[config.mk]
export PLATFORM = sky130hd
export DESIGN_NAME = reg_file_sb_rv32
export DESIGN_NICKNAME = d
export VERILOG_FILES = /design/src/rtl/reg_file_sb_rv32.sv
export SDC_FILE = /design/constraint.sdc
export NUM_CORES = 1
export LEC_CHECK = 0
export CAP_MARGIN = 20
export CORE_ASPECT_RATIO = 1.5
export CORE_MARGIN = 1
export CORE_UTILIZATION = 60
export CTS_BUF_LIST = sky130_fd_sc_hd__clkbuf_4
export DETAILED_ROUTE_END_ITERATION = 10
export DONT_BUFFER_PORTS = 1
export PLACE_DENSITY = 0.76
export SLEW_MARGIN = 20
export SYNTH_ARGS = -nofsm -noshare
export SYNTH_HDL_FRONTEND = slang
export SYNTH_SLANG_ARGS = --single-unit
export TNS_END_PERCENT = 10
[constraint.sdc]
create_clock -name clock -period 3.75 [get_ports clock]
set_input_delay 0.9375 -clock clock [delete_from_list [all_inputs] [get_ports clock]]
set_output_delay 0.9375 -clock clock [all_outputs]
set_load 0.005 [all_outputs]
[src/rtl/reg_file_sb_rv32.sv]
// ============================================================================
// reg_file_sb_rv32 : parametrised register file with write bypass, pending-write
//                    scoreboard and post-reset zeroing sweep.  Rev 1.0
// ============================================================================
`default_nettype none

module reg_file_sb_rv32 #(
    parameter int XLEN   = 32,
    parameter int NREG   = 32,
    parameter int AW     = $clog2(NREG),
    parameter int BYPASS = 1
) (
    input  logic            clock,
    input  logic            reset_n,
    output logic            init_ready,
    input  logic            cu_rdwrite,
    input  logic [AW-1:0]   rd_addr,
    input  logic [XLEN-1:0] rd_in,
    input  logic [AW-1:0]   rs1_addr,
    input  logic [AW-1:0]   rs2_addr,
    output logic [XLEN-1:0] rs1,
    output logic [XLEN-1:0] rs2,
    input  logic            issue_valid,
    input  logic [AW-1:0]   issue_addr,
    output logic            rs1_busy,
    output logic            rs2_busy
);

    localparam logic          BYP  = (BYPASS != 0);
    localparam logic [AW-1:0] LAST = AW'(NREG - 1);

    typedef enum logic [0:0] {
        S_INIT  = 1'b0,
        S_READY = 1'b1
    } state_t;

    state_t                 state;
    state_t                 next_state;
    logic [AW-1:0]          cnt;
    logic [XLEN-1:0]        rf [NREG];
    logic [NREG-1:0]        pending;
    logic [NREG-1:0]        pend_nxt;
    logic                   ready;
    logic                   wr_en;
    logic [1:0][AW-1:0]     raddr;
    logic [1:0][XLEN-1:0]   rdata;
    logic [1:0]             busy;

    assign ready      = (state == S_READY);
    assign init_ready = ready;
    assign wr_en      = ready && cu_rdwrite && (rd_addr != '0);

    always_ff @(posedge clock or negedge reset_n) begin
        if (!reset_n) begin
            state <= S_INIT;
            cnt   <= '0;
        end else begin
            state <= next_state;
            if (state == S_INIT) begin
                cnt <= cnt + AW'(1);
            end
        end
    end

    always_comb begin
        next_state = state;
        case (state)
            S_INIT:  if (cnt == LAST) next_state = S_READY;
            S_READY: next_state = S_READY;
            default: next_state = S_INIT;
        endcase
    end

    // Storage has no reset so it can map onto distributed RAM; the sweep zeroes it.
    always_ff @(posedge clock) begin
        if (state == S_INIT) begin
            rf[cnt] <= '0;
        end else if (wr_en) begin
            rf[rd_addr] <= rd_in;
        end
    end

    // Set is applied after clear so a same-address issue keeps the newer producer pending.
    always_comb begin
        pend_nxt = pending;
        if (wr_en) begin
            pend_nxt[rd_addr] = 1'b0;
        end
        if (ready && issue_valid && (issue_addr != '0)) begin
            pend_nxt[issue_addr] = 1'b1;
        end
        pend_nxt[0] = 1'b0;
    end

    always_ff @(posedge clock or negedge reset_n) begin
        if (!reset_n) begin
            pending <= '0;
        end else begin
            pending <= pend_nxt;
        end
    end

    assign raddr[0] = rs1_addr;
    assign raddr[1] = rs2_addr;

    for (genvar p = 0; p < 2; p++) begin : g_rd_port
        logic fwd;
        assign fwd      = BYP && cu_rdwrite && (rd_addr == raddr[p]);
        assign rdata[p] = (!ready || (raddr[p] == '0)) ? '0 :
                          fwd                          ? rd_in :
                                                         rf[raddr[p]];
        assign busy[p]  = ready && pending[raddr[p]] && !fwd;
    end

    assign rs1      = rdata[0];
    assign rs2      = rdata[1];
    assign rs1_busy = busy[0];
    assign rs2_busy = busy[1];

endmodule

`default_nettype wire

Word-level counts from Yosys, hierarchy flattened
Memory sizes are Yosys's and may differ from the RTL's.
Index checks and enable logic that the tools add are counted.
{"block": "op_classes", "eq_ne": 3, "muxes": 23, "n_bitwise": 4, "reduce_logical": 22, "n_addsub": 1, "magnitude_cmp": 6}
{"cell": "$mux 32", "count": 7}
{"cell": "$and 32x32->32", "count": 1}
{"cell": "$not 32->32", "count": 1}
{"cell": "$or 32x32->32", "count": 1}
{"cell": "$reduce_or 32->1", "count": 1}
{"cell": "$lt 5x6->1 const B", "count": 4}
{"cell": "$logic_and 1x1->1", "count": 12}
{"cell": "$bmux 1 s5", "count": 2}
{"cell": "$demux 1 s5", "count": 2}
{"cell": "$eq 5x5->1", "count": 2}
{"cell": "$ge 5x1->1 const B", "count": 2}
{"cell": "$logic_not 5->1", "count": 2}
{"cell": "$mux 1", "count": 10}
{"cell": "$reduce_bool 5->1", "count": 2}
{"cell": "$add 5x1->5 const B", "count": 1}
{"cell": "$eq 5x5->1 const B", "count": 1}
{"cell": "$mux 5", "count": 1}
{"cell": "$logic_not 1->1", "count": 3}
{"cell": "$logic_or 1x1->1", "count": 2}
{"cell": "$pmux 1 s2", "count": 1}
{"cell": "$not 1->1", "count": 1}
{"block": "word_totals", "ff_bits": 37, "wordCells": 63, "in_bits": 56, "out_inout_bits": 67, "ram_bits": 1024, "memories": 1}
{"memory": "rf", "words": 32, "word_bits": 32, "rd": 2, "rd_clocked_by_memory_dff": 0, "write_ports": 1, "line": "40", "source": "logic [XLEN-1:0] rf [NREG];"}

Depth between registers and ports, before layout
Gate-level depths: netlist of run 1.
{"block": "logic_depth", "word_depth": 9, "ltp_mapped": 9, "mapped_depth_nobuf": 5}

Least setup slack after synthesis of run 1
Ideal clock, no wire load.
{"block": "synth_path", "kind": "in2reg", "startpoint": "input port rd_addr[2]", "endpoint": "memory rf[18][0], enable pin", "path_slack_ns": -0.161, "stages": 6, "setup_time_ns": 0.421, "required_ns": 3.329, "path_buffers": 2, "t_arrival_ns": 3.490, "path_cell_list": "clkbuf_1 > nor3_1 > a21o_1 > clkbuf_1 > a31oi_1 > nor2_1"}
{"block": "synth_between", "elab_chain_len": 7, "word_cells_on_any_way": 8, "cone_classes": "mux: 5; reduce/logical: 3"}
{"item": "start: declaration", "line": "17", "source": "input logic [AW-1:0] rd_addr,"}
{"item": "$reduce_bool 5->1", "line": "51", "source": "assign wr_en = ready && cu_rdwrite && (rd_addr != '0);"}
{"item": "$logic_and 1x1->1", "line": "51"}
{"item": "$mux 1", "line": "78", "source": "end else if (wr_en) begin"}
{"item": "$mux 1", "line": "76", "source": "if (state == S_INIT) begin"}
{"item": "$mux 1 (implied by the code)", "line": "79", "source": "rf[rd_addr] <= rd_in;"}
{"item": "$reduce_or 32->1 (no line)"}
{"item": "$mux 5 (no line) / $mux 1 (equally long branches)"}
{"item": "end: declaration", "line": "40"}
Several ways; a longest one is shown, not always the timed one.

Worst setup path in the final report of run 1
{"block": "layout_path", "startpoint": "input port rs2_addr[0]", "endpoint": "output port rs2[2]"}
{"block": "layout_between", "elab_chain_len": 4, "word_cells_on_any_way": 7, "cone_classes": "eq/ne: 1; mux: 2; reduce/logical: 3; memory: 1"}
{"item": "start: declaration", "line": "20", "source": "input logic [AW-1:0] rs2_addr,"}
{"item": "branches (longest 3 deep; another with $mem_v2 32x32)"}
{"item": "$mux 32 *", "line": "109", "source": "assign rdata[p] = (!ready || (raddr[p] == '0)) ? '0 :"}
{"item": "end: declaration", "line": "22", "source": "output logic [XLEN-1:0] rs2,"}
Every way passes the cells marked *.

==> metrics, run 1 <==
status=finished with violations; failing checks=negative setup slack; Clock Tree Root=clkbuf_4; Worst Hold Class=in -> reg; Initial Util=0.606; Yosys top cell by area=edfxtp_1; top-count cell post-synth=edfxtp_1; First-pass DRT Iterations=6; synthesis-stage register bit count=1061; design area=0.0565 sq mm; core area=0.0838 sq mm; top cells by count, synth=edfxtp_1 (1024), mux4_2 (519), mux2i_1 (209); CP Capture Type=output port; Area Growth Syn to Fin=11.3%; layout cell share with drive strength beyond 1=0.381; CP startpoint kind=primary input; Die X=240 um; overflow left after global routing=0; Max Cap Viol=0; worst slew pin tran=1310 ps; DR DRC count=0; RSZ-0062 raised after global routing=yes; Lkg Pwr=19.9 nW; clk slew on worst S/H paths=70 ps; Top-Level Pins=123; row cnt=130; Synth Instances=2679; dpl cell area=0.0530 sq mm; Synth Warn #=0; ys async rst share=0.0349; Slew Viols, Final=0; crit path max fanout=352; Clock Path Buffers=3; largest family of logic cells by synthesized area=multiplexers; antenna violations before repair=3; Final ANT Viol Nets=0; overall routing resource usage=0.356; mux cell area share after synthesis=0.275; vias in the first global route=31978; Final Cycle Share=1.15; count of flip-flops with a built-in enable after synthesis=1024; port bufs=0; clock sink count=1061; first-pass GRT wire length=213000 um; drt wl/cell=35.6 um; Crit Path Class=in -> out; simple-gate share of the synthesized area=0.0242; leading cell types by total area after synthesis=edfxtp_1 (61%), mux4_2 (23%), mux2i_1 (4.1%); Place WS=43.0 ps; Primary FF master, synth=edfxtp_1; Final Hold Viols=0; syn_nets=2737; CTS tree=built; endpoints failing setup=58; H-tree depth=4; FMAX=0.232 GHz; post-synthesis sequential area ratio=0.624; setup ws final=-562 ps; die area=0.0858 sq mm; # fillers=5372; Num CTS Buffers=232; largest vdd supply drop=0.278 mV; WP data arrival=3370 ps; min Tclk post-route=4310 ps; largest net degree at the start of global routing=353; gpl congestion=0.854; Avg Inst Size Synth=19.0 sq um; clk_skew=66.0 ps; post-synth top area share=0.605; max_slew headroom=0.128; DP HPWL=80200 um; DR vias=30693; post-layout util=0.675; PwrDens=422 mW/mm^2; Post-Synth XOR/XNOR Area=0.00224; Total Routed Length=148000 um; die extent in y=358 um; 1st-iter DRT viols=4127; Post-Synth Adder-Cell Area=0.000493; total chip power=0.0239 W; worst skew pair latency=1120 ps; Netlist cell types=58; Req. time, crit path=2810 ps; nets=2930; vias per cell=7.35; setup_tns=-10520 ps; complex-gate fraction of the synthesized area=0.0510; synthesized area=0.0508 sq mm
==> logic make-up (layout without fill, tap and decap cells) <==
kind of cell,count (synthesis),in the layout
and+or+nand+nor,257,257
adders and majority gates,2,2
xor gates and xnor gates,13,13
AOI/OAI and AO/OA,378,378
DFF,1061,1061
buffers and inverters,224,596
muxes,744,744
other,0,2
==> power breakdown <==
group | switching, W | leakage (nW) | total, W | internal [W]
Clock | 0.00443 | 1.79 | 0.00901 | 0.00458
Sequential | 0.0000375 | 11.1 | 0.0131 | 0.0131
Combinational | 0.000840 | 7.00 | 0.00177 | 0.000926
Total | 0.00531 | 19.9 | 0.0239 | 0.0186
==> cells in the final DEF, fill, tap and decap left out, types with 7 or more instances in the layout <==
cell	synthesis	routed
a221oi_1	58	53
nand2_1	19	18
a21oi_1	45	39
a211oi_1	32	26
o21ai_0	122	118
mux2i_1	209	196
a221o_1	33	33
o22ai_1	18	18
buf_4	36	125
mux2i_4	0	8
nand2b_1	11	10
dlygate4sd3_1	0	11
and2_1	40	39
edfxtp_1	1024	1024
nand3b_1	7	7
xor2_1	8	8
mux2_2	16	16
buf_12	0	41
nand3_1	16	15
dfrtp_1	37	36
a22oi_1	16	13
clkinv_1	1	50
mux4_2	519	519
clkinv_2	0	7
nor2_1	133	100
nor2_4	0	33
clkbuf_4	1	343
==> layer usage <==
metal | routed length (um) | GRT usage | vias up
met1 | 47300 | 0.441 | 15727
li1 | - | - | 12073
met2 | 74500 | 0.579 | 2402
met3 | 18900 | 0.0960 | 489
met5 | 13 | 0 | -
met4 | 7740 | 0.184 | 2
==> worst max-delay path, cell delays in order <==
cell	delay, ps
mux4_2	910
mux4_2	530
mux2i_4	180
a21oi_2	70
buf_4	150
==> path summary, 6_finish.rpt <==
check                                    from     endpoint  cells after the start  slack [ps]
min in group asynchronous             reset_n  pending[27]                      2         260
worst min register to register         cnt[0]       cnt[0]                      1         520
worst min-delay path            issue_addr[0]   pending[6]                      2         110
max in group asynchronous             reset_n   init_ready                      2        3280
worst max-delay path              rs2_addr[0]       rs2[2]                      5        -560
worst max register to register     init_ready    rf[28][4]                      6         600
==> sequential cells by signal, summed over array words and instances, names as in the netlist <==
name,count
cnt,5
init_ready,1
pending,31
rf,1024
==> repair_timing <==
action | CTS | global route
setup buffers | 1 | 3
hold endpoints to repair | 67 | 0
hold buffers | 12 | 0
endpoints found under the setup margin | 66 | 61
resized for setup | 56 | 5
pin swaps | 25 | 0
==> final cells by class <==
type                       count  area [sq um]  share of cell area
sequential                  1061         31700               0.561
clock buffer                 343          2570              0.0456
timing repair buffer         178          1880              0.0333
tap                         1122          1400              0.0248
clock inverter                70           440             0.00779
antenna                        2          5.00           0.0000886
inverter                       5          20.0            0.000354
multi-input combinational   1394         18500               0.328
==> metrics by stage <==
step	std cells	hold WS, ps
6_report	4175	111
5_1_grt	4175	61.5
4_1_cts	4170	6.48
3_5_place_dp	3744	502
3_3_place_gp	3744	499
2_1_floorplan	2679	478
Note: power is estimated with default switching activity, not from simulation.
==> run 2, diff against run 1 <==
SETUP_SLACK_MARGIN = 0.5   (was default)
==> run 2 against run 1 <==
The flow still finishes with violations (negative setup slack). Critical path depth grew 1. Worst setup slack improved by 98 ps. Total power decreased by 0.11%. Non-clock buffer count decreased by 19. Via count is 0.32% higher. Fmax increased by 2.3%. Utilization is 0.21 points higher. Clock-buffer cell count shrank 5. Global-route usage up 0.052 points. Sequential share of layout area is 0.18 points lower. Routed wire length grew 0.41%.
==> metrics, run 2 (synthesis results as in run 1) <==
worst hold path cell count=2 (unchanged); worst hold start=issue_addr[1] (was issue_addr[0]); port bufs=0 (unchanged); Total Routed Length=149000 um (was 148000 um); core area=0.0838 sq mm (unchanged); overflow left after global routing=0 (unchanged); vias per cell=7.36 (was 7.35); CP startpoint kind=primary input (unchanged); status=finished with violations (unchanged); max reg flops=1024 (unchanged); Regs by FF count=rf: 1024 flops, pending: 31 flops, cnt: 5 flops (unchanged); highest-count cells in the layout ignoring fill and taps=edfxtp_1 (1024), mux4_2 (519), clkbuf_4 (338), mux2i_1 (192), buf_4 (113) (was edfxtp_1 (1024), mux4_2 (519), clkbuf_4 (343), mux2i_1 (196), buf_4 (125)); DP HPWL=78400 um (was 80200 um); WP data arrival=3280 ps (was 3370 ps); Req. time, crit path=2810 ps (about the same); sw frac=0.230 (was 0.222); Num CTS Buffers=237 (was 232); internal cell power=0.0184 W (was 0.0186 W); Final Instance Count excl. Fillers=4185 (was 4175); die area=0.0858 sq mm (unchanged); nets=2916 (was 2930); Slew Viols, Final=0 (unchanged); clk slew on worst S/H paths=70 ps (about the same); worst r2r path cells=8 (was 6); antenna violations before repair=6 (was 3); RR Startpoint=init_ready (unchanged); crit path max-delay cell type=mux4_2 (unchanged); Hold Path Sink=pending[9] (was pending[6]); total chip power=0.0238 W (was 0.0239 W); worst slew pin tran=1220 ps (was 1310 ps); dpl cells=3722 (was 3744); worst skew pair latency=1210 ps (was 1120 ps); Clock Tree Root=clkbuf_4 (unchanged); clock sink count=1061 (unchanged); DR DRC count=0 (unchanged); Worst Hold Class=in -> reg (unchanged); Largest stage delay, worst path=790 ps (was 910 ps); min Tclk post-route=4210 ps (was 4310 ps); vias in the first global route=32073 (was 31978); R2R setup slack=670 ps (was 600 ps); DR vias=30790 (was 30693); commonest non-fill, non-tap cell in the layout=edfxtp_1 (unchanged); Reg-to-Reg End=rf[5][5] (was rf[28][4]); 1st-iter DRT viols=4297 (was 4127); Clock Path Buffers=3 (unchanged); CTS tree=built (unchanged); Final Cycle Share=1.12 (was 1.15); largest net degree at the start of global routing=353 (unchanged); drt wl/cell=35.6 um (about the same); Top-Level Pins=123 (unchanged); Place WS=-73.4 ps (was 43.0 ps); first-pass GRT wire length=213000 um (about the same); Final Hold Viols=0 (unchanged); die extent in y=358 um (unchanged); Sw Pwr=0.00549 W (was 0.00531 W); Area Growth Syn to Fin=11.6% (was 11.3%); gpl congestion=0.859 (was 0.854); worst hold slack=117 ps (was 111 ps); overall routing resource usage=0.356 (about the same); layout cell share with drive strength beyond 1=0.401 (was 0.381); failing checks=negative setup slack (unchanged); Crit Path Class=in -> out (unchanged); Sequential Power Share=0.549 (about the same); setup ws final=-464 ps (was -562 ps); most used cell, CP=mux4_2 (unchanged); Comb pwr share=0.075 (was 0.074); Die X=240 um (unchanged); row cnt=130 (unchanged); clk_skew=47.3 ps (was 66.0 ps); setup_tns=-7990 ps (was -10520 ps); Clk pwr share=0.375 (was 0.377); CP cell instances=mux4_2 > mux4_2 > mux2i_4 > buf_6 > a211oi_2 > buf_4 (was mux4_2 > mux4_2 > mux2i_4 > a21oi_2 > buf_4); max_slew headroom=0.188 (was 0.128); Initial Util=0.606 (unchanged); PwrDens=421 mW/mm^2 (was 422 mW/mm^2); FMAX=0.237 GHz (was 0.232 GHz); endpoints failing setup=61 (was 58); Lkg Pwr=19.9 nW (about the same); Top reg by flops=rf (unchanged); First-pass DRT Iterations=7 (was 6); H-tree depth=4 (unchanged); largest vdd supply drop=0.301 mV (was 0.278 mV); CP Capture Type=output port (unchanged); Final ANT Viol Nets=0 (unchanged); RSZ-0062 raised after global routing=yes (unchanged); Max Cap Viol=0 (unchanged); crit path max fanout=267 (was 352)
[run 2: changes by cell type in the layout (fill, tap and decap cells not counted), moves of 8 or more]
cell / delta
a221oi_1: -11
o21ai_1: +12
o21ai_2: +8
nor2_1: -11
a21oi_1: -19
buf_12: -12
diode_2: +8
clkinv_1: +18
a21oi_2: +20
buf_4: -12
o21ai_0: -20
a221oi_2: +11
clkinv_2: +10
[run 2: what timing repair did]
| item | CTS | global route |
|---|---|---|
| gates resized for setup | 125 | 52 |
| setup buffers | 2 | 2 |
| hold buffers | 15 | 0 |
| pin swaps | 60 | 44 |
| gates cloned | 0 | 0 |
| setup endpoints to repair | 66 | 66 |
| endpoints found under the hold margin | 68 | 0 |
[run 2: layer usage]
layer  share of wire  GRT usage  wire (um)
met1            0.34      0.448      50300
met2            0.49      0.569      73400
met3            0.11     0.0958      16800
met4           0.057      0.193       8530
met5         0.00028          0         42
[run 2: cell type report]
| class | instances | area [sq um] |
|---|---|---|
| multi-input combinational | 1394 | 18900 |
| tap | 1122 | 1400 |
| inverter | 5 | 20.0 |
| sequential | 1061 | 31700 |
| timing repair buffer | 159 | 1620 |
| fill | 5290 | 27100 |
| clock buffer | 338 | 2540 |
| antenna | 10 | 25.0 |
| clock inverter | 96 | 472 |
[run 2: how the worst max path moves through the flow]
stage                      startpoint         to  slack [ps]  cells after the start
after detailed placement  rs1_addr[0]    rs1[27]         -70                      6
after floorplan            rd_addr[2]  rf[13][0]         100                      5
after CTS                  rf[14][27]    rs1[27]        -420                      6
final                     rs1_addr[0]    rs1[27]        -460                      6
after global routing       rf[11][27]    rs1[27]        -460                      6
after global placement    rs1_addr[0]    rs1[27]         -80                      6
[run 2: stage by stage]
step,utilization,instance area (sq um)
6_report,0.677,56700
3_3_place_gp,0.629,52700
5_1_grt,0.677,56700
2_1_floorplan,-,50900
4_1_cts,0.674,56400
3_5_place_dp,0.630,52700
[run 2: critical path: cells and delay by family]
kind	cells	cell delay, ps
AO/OA/AOI/OAI	1	50
buffers and inverters	2	270
multiplexers	3	1570
[run 2: power by group through the flow]
stage | combinational [W] | sequential, W | clock, W
detailed placement | 0.00162 | 0.0134 | 0
global placement | 0.00158 | 0.0134 | 0
finish | 0.00180 | 0.0131 | 0.00895
floorplan | 0.00146 | 0.0133 | 0
CTS | 0.00173 | 0.0131 | 0.00904
global route | 0.00187 | 0.0131 | 0.00963
